`src/rtl/vram_arbiter_if.sv`:
```
// ============================================================================
// Module   : vram_arbiter_if
// Brief    : Client-side request/grant/read-return bundle for vram_arbiter.
// Revision : 1.0
// ============================================================================
`default_nettype none

interface vram_arbiter_if #(
   parameter int NUM_CLIENTS = 2,
   parameter int ADDR_WIDTH  = 15,
   parameter int DATA_WIDTH  = 16
);
   logic [NUM_CLIENTS-1:0]              req;
   logic [NUM_CLIENTS-1:0]              req_wr;
   logic [NUM_CLIENTS*DATA_WIDTH/8-1:0] req_be;
   logic [NUM_CLIENTS*ADDR_WIDTH-1:0]   req_addr;
   logic [NUM_CLIENTS*DATA_WIDTH-1:0]   req_data;
   logic [NUM_CLIENTS-1:0]              gnt;
   logic [NUM_CLIENTS-1:0]              rd_valid;
   logic [DATA_WIDTH-1:0]               rd_data;

   modport master (
      output req, req_wr, req_be, req_addr, req_data,
      input  gnt, rd_valid, rd_data
   );

   modport slave (
      input  req, req_wr, req_be, req_addr, req_data,
      output gnt, rd_valid, rd_data
   );
endinterface

`default_nettype wire

```
`src/rtl/vram_arbiter.sv`:
```
// ============================================================================
// Module   : vram_arbiter
// Brief    : N-client round-robin arbiter for the single VRAM port, with
//            registered VRAM commands and per-client read-return strobes.
//            Optional macro VRAM_ARB_PRIORITY_EN gives client 0 absolute priority.
// Revision : 1.0
// ============================================================================
`default_nettype none

module vram_arbiter #(
   parameter int NUM_CLIENTS  = 2,
   parameter int ADDR_WIDTH   = 15,
   parameter int DATA_WIDTH   = 16,
   parameter int READ_LATENCY = 1
) (
   input  logic                    clk,
   input  logic                    _reset,
   vram_arbiter_if.slave           bus,
   output logic                    vram_en,
   output logic                    vram_rd,
   output logic                    vram_wr,
   output logic [DATA_WIDTH/8-1:0] vram_be,
   output logic [ADDR_WIDTH-1:0]   vram_addr,
   output logic [DATA_WIDTH-1:0]   vram_data_out,
   input  logic [DATA_WIDTH-1:0]   vram_data_in
);
   localparam int c_cw = (NUM_CLIENTS > 1) ? $clog2(NUM_CLIENTS) : 1;
   localparam int c_pw = c_cw + 1;
   localparam int c_bw = DATA_WIDTH / 8;

   logic [c_cw-1:0]                 r_rr_ptr;
   logic [NUM_CLIENTS-1:0]          w_req_rr;
   logic [NUM_CLIENTS-1:0]          w_gnt;
   logic                            w_hit;
   logic                            w_pri;
   logic                            w_is_rd;
   logic [c_cw-1:0]                 w_idx;
   logic [c_cw-1:0]                 w_ptr_nxt;
   logic [c_pw-1:0]                 w_pos;
   logic [NUM_CLIENTS-1:0]          r_rd_valid;
   logic [DATA_WIDTH-1:0]           r_rd_data;
   logic [READ_LATENCY:0]           r_trk_vld;
   logic [READ_LATENCY:0][c_cw-1:0] r_trk_idx;

   // Search starts at r_rr_ptr; the wrap is an explicit subtract so that
   // non-power-of-two client counts never alias onto a missing client.
   always_comb begin : p_arb
      w_req_rr = bus.req;
      w_pri    = 1'b0;
      w_hit    = 1'b0;
      w_idx    = '0;
      w_pos    = '0;
      w_gnt    = '0;
`ifdef VRAM_ARB_PRIORITY_EN
      w_req_rr[0] = 1'b0;
`endif
      for (int i = 0; i < NUM_CLIENTS; i++) begin
         w_pos = {1'b0, r_rr_ptr} + c_pw'(i);
         if (w_pos >= c_pw'(NUM_CLIENTS)) begin
            w_pos = w_pos - c_pw'(NUM_CLIENTS);
         end
         if (!w_hit && w_req_rr[w_pos[c_cw-1:0]]) begin
            w_hit = 1'b1;
            w_idx = w_pos[c_cw-1:0];
         end
      end
`ifdef VRAM_ARB_PRIORITY_EN
      // Renderer wins outright and leaves the round-robin pointer untouched.
      if (bus.req[0]) begin
         w_hit = 1'b1;
         w_pri = 1'b1;
         w_idx = '0;
      end
`endif
      if (w_hit) begin
         w_gnt[w_idx] = _reset;
      end
   end

   assign w_ptr_nxt    = (w_idx == c_cw'(NUM_CLIENTS - 1)) ? '0 : w_idx + c_cw'(1);
   assign w_is_rd      = w_hit & ~bus.req_wr[w_idx];
   assign bus.gnt      = w_gnt;
   assign bus.rd_valid = r_rd_valid;
   assign bus.rd_data  = r_rd_data;

   always_ff @(posedge clk or negedge _reset) begin : p_cmd
      if (!_reset) begin
         r_rr_ptr      <= '0;
         vram_en       <= 1'b0;
         vram_rd       <= 1'b0;
         vram_wr       <= 1'b0;
         vram_be       <= '0;
         vram_addr     <= '0;
         vram_data_out <= '0;
      end else begin
         vram_en <= w_hit;
         vram_rd <= w_is_rd;
         vram_wr <= w_hit & bus.req_wr[w_idx];
         vram_be <= w_hit ? bus.req_be[w_idx*c_bw +: c_bw] : '0;
         if (w_hit) begin
            vram_addr     <= bus.req_addr[w_idx*ADDR_WIDTH +: ADDR_WIDTH];
            vram_data_out <= bus.req_data[w_idx*DATA_WIDTH +: DATA_WIDTH];
         end
         if (w_hit && !w_pri) begin
            r_rr_ptr <= w_ptr_nxt;
         end
      end
   end

   // Stage j holds the read issued j+1 cycles ago; the last stage lines up
   // with valid vram_data_in.
   always_ff @(posedge clk or negedge _reset) begin : p_ret
      if (!_reset) begin
         r_trk_vld  <= '0;
         r_trk_idx  <= '0;
         r_rd_valid <= '0;
         r_rd_data  <= '0;
      end else begin
         r_trk_vld  <= {r_trk_vld[READ_LATENCY-1:0], w_is_rd};
         r_trk_idx  <= {r_trk_idx[READ_LATENCY-1:0], w_idx};
         r_rd_valid <= '0;
         if (r_trk_vld[READ_LATENCY]) begin
            r_rd_valid[r_trk_idx[READ_LATENCY]] <= 1'b1;
            r_rd_data                           <= vram_data_in;
         end
      end
   end
endmodule

`default_nettype wire

```
`src/flat_wrapper.sv`:
```
// flat-port wrapper written by rule: the top's interface ports become plain ports
module vram_arbiter_flat 
#(
   parameter int NUM_CLIENTS  = 2,
   parameter int ADDR_WIDTH   = 15,
   parameter int DATA_WIDTH   = 16,
   parameter int READ_LATENCY = 1
)
  (clk, _reset, vram_en, vram_rd, vram_wr, vram_be, vram_addr, vram_data_out, vram_data_in, bus_req, bus_req_wr, bus_req_be, bus_req_addr, bus_req_data, bus_gnt, bus_rd_valid, bus_rd_data);
  vram_arbiter_if #(.NUM_CLIENTS(NUM_CLIENTS), .ADDR_WIDTH(ADDR_WIDTH), .DATA_WIDTH(DATA_WIDTH)) bus_i ();
  input  logic clk;
  input  logic _reset;
  output logic vram_en;
  output logic vram_rd;
  output logic vram_wr;
  output logic [DATA_WIDTH/8-1:0] vram_be;
  output logic [ADDR_WIDTH-1:0] vram_addr;
  output logic [DATA_WIDTH-1:0] vram_data_out;
  input  logic [DATA_WIDTH-1:0] vram_data_in;
  input wire logic [$bits(bus_i.req)-1:0] bus_req;
  input wire logic [$bits(bus_i.req_wr)-1:0] bus_req_wr;
  input wire logic [$bits(bus_i.req_be)-1:0] bus_req_be;
  input wire logic [$bits(bus_i.req_addr)-1:0] bus_req_addr;
  input wire logic [$bits(bus_i.req_data)-1:0] bus_req_data;
  output wire logic [$bits(bus_i.gnt)-1:0] bus_gnt;
  output wire logic [$bits(bus_i.rd_valid)-1:0] bus_rd_valid;
  output wire logic [$bits(bus_i.rd_data)-1:0] bus_rd_data;
  assign bus_i.req = bus_req;
  assign bus_i.req_wr = bus_req_wr;
  assign bus_i.req_be = bus_req_be;
  assign bus_i.req_addr = bus_req_addr;
  assign bus_i.req_data = bus_req_data;
  assign bus_gnt = bus_i.gnt;
  assign bus_rd_valid = bus_i.rd_valid;
  assign bus_rd_data = bus_i.rd_data;
  vram_arbiter #(.NUM_CLIENTS(NUM_CLIENTS), .ADDR_WIDTH(ADDR_WIDTH), .DATA_WIDTH(DATA_WIDTH), .READ_LATENCY(READ_LATENCY)) u_core (.clk(clk), ._reset(_reset), .bus(bus_i), .vram_en(vram_en), .vram_rd(vram_rd), .vram_wr(vram_wr), .vram_be(vram_be), .vram_addr(vram_addr), .vram_data_out(vram_data_out), .vram_data_in(vram_data_in));
endmodule
```
`config.mk`:
```
export PLATFORM = sky130hd
export DESIGN_NAME = vram_arbiter_flat
export DESIGN_NICKNAME = d
export VERILOG_FILES = /design/src/rtl/vram_arbiter_if.sv /design/src/rtl/vram_arbiter.sv /design/src/flat_wrapper.sv
export SDC_FILE = /design/constraint.sdc
export NUM_CORES = 1
export LEC_CHECK = 0
export ABC_CLOCK_PERIOD_IN_PS = 1550
export CAP_MARGIN = 0
export CORE_MARGIN = 5
export CORE_UTILIZATION = 35
export CTS_BUF_LIST = sky130_fd_sc_hd__clkbuf_2 sky130_fd_sc_hd__clkbuf_4 sky130_fd_sc_hd__clkbuf_8
export CTS_CLUSTER_DIAMETER = 60
export DETAILED_ROUTE_END_ITERATION = 6
export DONT_BUFFER_PORTS = 1
export PLACE_DENSITY = 0.59
export SLEW_MARGIN = 10
export SYNTH_ARGS = -nofsm -noshare
export SYNTH_HDL_FRONTEND = slang
export SYNTH_SLANG_ARGS = --single-unit
```
`constraint.sdc`:
```
create_clock -name clk -period 1.55 [get_ports clk]
set_input_delay 0.155 -clock clk [delete_from_list [all_inputs] [get_ports clk]]
set_output_delay 0.155 -clock clk [all_outputs]
set_load 0.005 [all_outputs]
```
==> run summary <==
Clock Skews: 7.539 ps
I/O Buffers: 0
most common cell after layout, fill and taps aside: dfrtp_1
maximum clock rate: 0.6870 GHz
global placement routability congestion: 0.7182
worst skew pair latency: 330 ps
Via density: 5.185
endpoint type of the worst setup path: output pin
Worst setup SP type: flip-flop
Seq cells post-synth: 58
DRC errors left: 0
Routed Antenna Nets: 0
worst slack, placed: 162.5 ps
CTS tree: yes
Total Routing Usage GR: 0.1489
Sink Count: 58
Initial Util: 0.3550
Wirelength per Cell: 19.67 um
diodes inserted: 0
Max Slew Vio Count: 0
Remaining Overflow, GRT: 0
actual slew at the worst max-slew pin: 596.4 ps
Rows: 32
setup bufs post-CTS: 0
Chip Height: 98.08 um
fraction of layout cells with a size suffix above 1: 0.2846
Worst slew margin: 0.6024
CP max FO: 13
status: completed
CTS H-Tree Depth: 3
Required @ worst endpoint: 1390 ps
core area: 7647 sq um
vias in the first global route: 2088
crit path kind: flip-flop to output pin
final hold viol count: 0
Finished Layout Cells: 362
Root Driver: clkbuf_8
Max Cap Viol: 0
setup TNS: 0 ps
number of DRC markers in iteration 0: 69
total number of vias: 1877
first-pass GRT wire length: 11310 um
final worst slack: 94.34 ps
Post-DP HPWL: 4638 um
PwrDens: 1126 nW/um^2
antenna violations before repair: 0
most frequent cells in the layout: 57 x dfrtp_1, 55 x dlygate4sd3_1, 31 x mux2i_1, 31 x a21oi_1, 29 x o22ai_2
placed instance count: 290
part of the cycle the worst path needs: 0.9391
Mapped Cells: 198
num ports: 144
static leakage: 1.505 nW
minimum clock period: 1456 ps
Synth cell types: 21
largest net degree at the start of global routing: 59
Syn Nets: 286
final setup fails: 0
hold slack: 15.93 ps
RSZ-0062 raised after global routing: no
worst endpoint data arrival time: 1300 ps
DRT Pass-1 Iters: 4
mapped cell area: 2715 sq um
Seq/Total Area, Yosys: 0.5346
CTS clk-pin slew, worst paths: 60 ps
Die Wd: 98.08 um
Hold/Removal Path Class: input pin to flip-flop
Avg Cell Area, Syn: 13.71 sq um
Clock Tree Buf Depth: 2
Nets: 343
Syn-to-layout area delta: 31.15%
total wire length: 7120 um
worst IR drop on VDD: 402.7 uV
synth warn: 0
die area: 9619 sq um
CTS buffer count: 9
## cell families after synthesis
group           share of synthesized area
flops                              0.5346
buf+inv                           0.05023
mux                                0.1806
simple gates                      0.01383
compound gates                     0.2207
## critical path, stage by stage (launching register included)
cell and delay, ps:
dfrtp_2 450, nand2_4 160, buf_12 170, and3_1 190
## worst paths after layout
| path | end | cells past startpoint | from | slack [ps] |
|---|---|---|---|---|
| max | bus_gnt[0] | 3 | u_core.r_rr_ptr | 90 |
| min | u_core.vram_be[1] | 1 | bus_req_be[1] | 20 |
| max reg2reg | u_core.vram_addr[9] | 3 | u_core.r_rr_ptr | 200 |
| min reg2reg | u_core.r_trk_idx[1] | 0 | u_core.r_trk_idx[0] | 350 |
| max in group asynchronous | u_core.r_rr_ptr | 2 | _reset | 940 |
| min in group asynchronous | u_core.vram_addr[4] | 2 | _reset | 350 |
## power by group
part | internal, mW | switching, mW | leakage, nW
clock network | 0.883 | 0.564 | 0.111
logic | 0.372 | 0.276 | 0.718
registers | 1.74 | 0.178 | 0.676
total | 2.99 | 1.02 | 1.50
## registers in the layout, summed over array words and instances (netlist names)
name / cells
u_core.bus.rd_data: 16
u_core.vram_data_out: 16
u_core.vram_addr: 15
u_core.bus.rd_valid: 2
u_core.r_trk_idx: 2
u_core.r_trk_vld: 2
u_core.vram_be: 2
u_core.r_rr_ptr: 1
u_core.vram_en: 1
u_core.vram_wr: 1
## Yosys cell counts
master,number,area [sq um]
buf_6,7,78.83
a21oi_1,31,155.2
and3_1,1,6.260
or2_2,1,6.260
dfrtp_1,58,1451
nand2_2,1,6.260
mux2i_1,31,310.3
and2_1,2,12.51
buf_2,1,5.000
a32o_1,3,30.03
a21bo_4,1,16.27
buf_4,4,30.03
inv_2,2,7.510
mux2_2,16,180.2
o21ai_2,1,8.760
a21boi_0,1,7.510
o22ai_1,3,18.77
clkbuf_1,3,11.26
o22ai_2,29,362.9
inv_1,1,3.750
nor2b_1,1,6.260
## per-layer routing
metal,part of all wire,track usage
met1,0.38,0.1671
met3,0.11,0.06500
met5,0,0
met4,0.015,0.06177
met2,0.49,0.2471
## stage by stage
| step | area, sq um | power, mW | utilization |
|---|---|---|---|
| after global routing | 3561 | 4.228 | 0.4656 |
| final | 3561 | 4.009 | 0.4656 |
| after detailed placement | 2768 | 2.440 | 0.3619 |
| after global placement | 2768 | 2.415 | 0.3619 |
| after floorplan | 2715 | 2.349 | - |
| after CTS | 3560 | 4.076 | 0.4655 |
## area by class of cell
| cell class | instances | area, sq um |
|---|---|---|
| Clock buffer | 14 | 173.9 |
| Clock inverter | 2 | 35.03 |
| Inverter | 3 | 11.26 |
| Fill cell | 694 | 4086 |
| Multi-Input combinational cell | 122 | 1132 |
| Tap cell | 102 | 127.6 |
| Timing Repair Buffer | 61 | 628.1 |
| Sequential cell | 58 | 1453 |
## repair_timing
| action | CTS | global route |
|---|---|---|
| setup endpoints to repair | 1 | 3 |
| hold buffers | 56 | 0 |
| pin swaps | 0 | 2 |
| resized for setup | 1 | 1 |
| endpoints found under the hold margin | 110 | 0 |
Note: power is estimated with default switching activity, not from simulation.
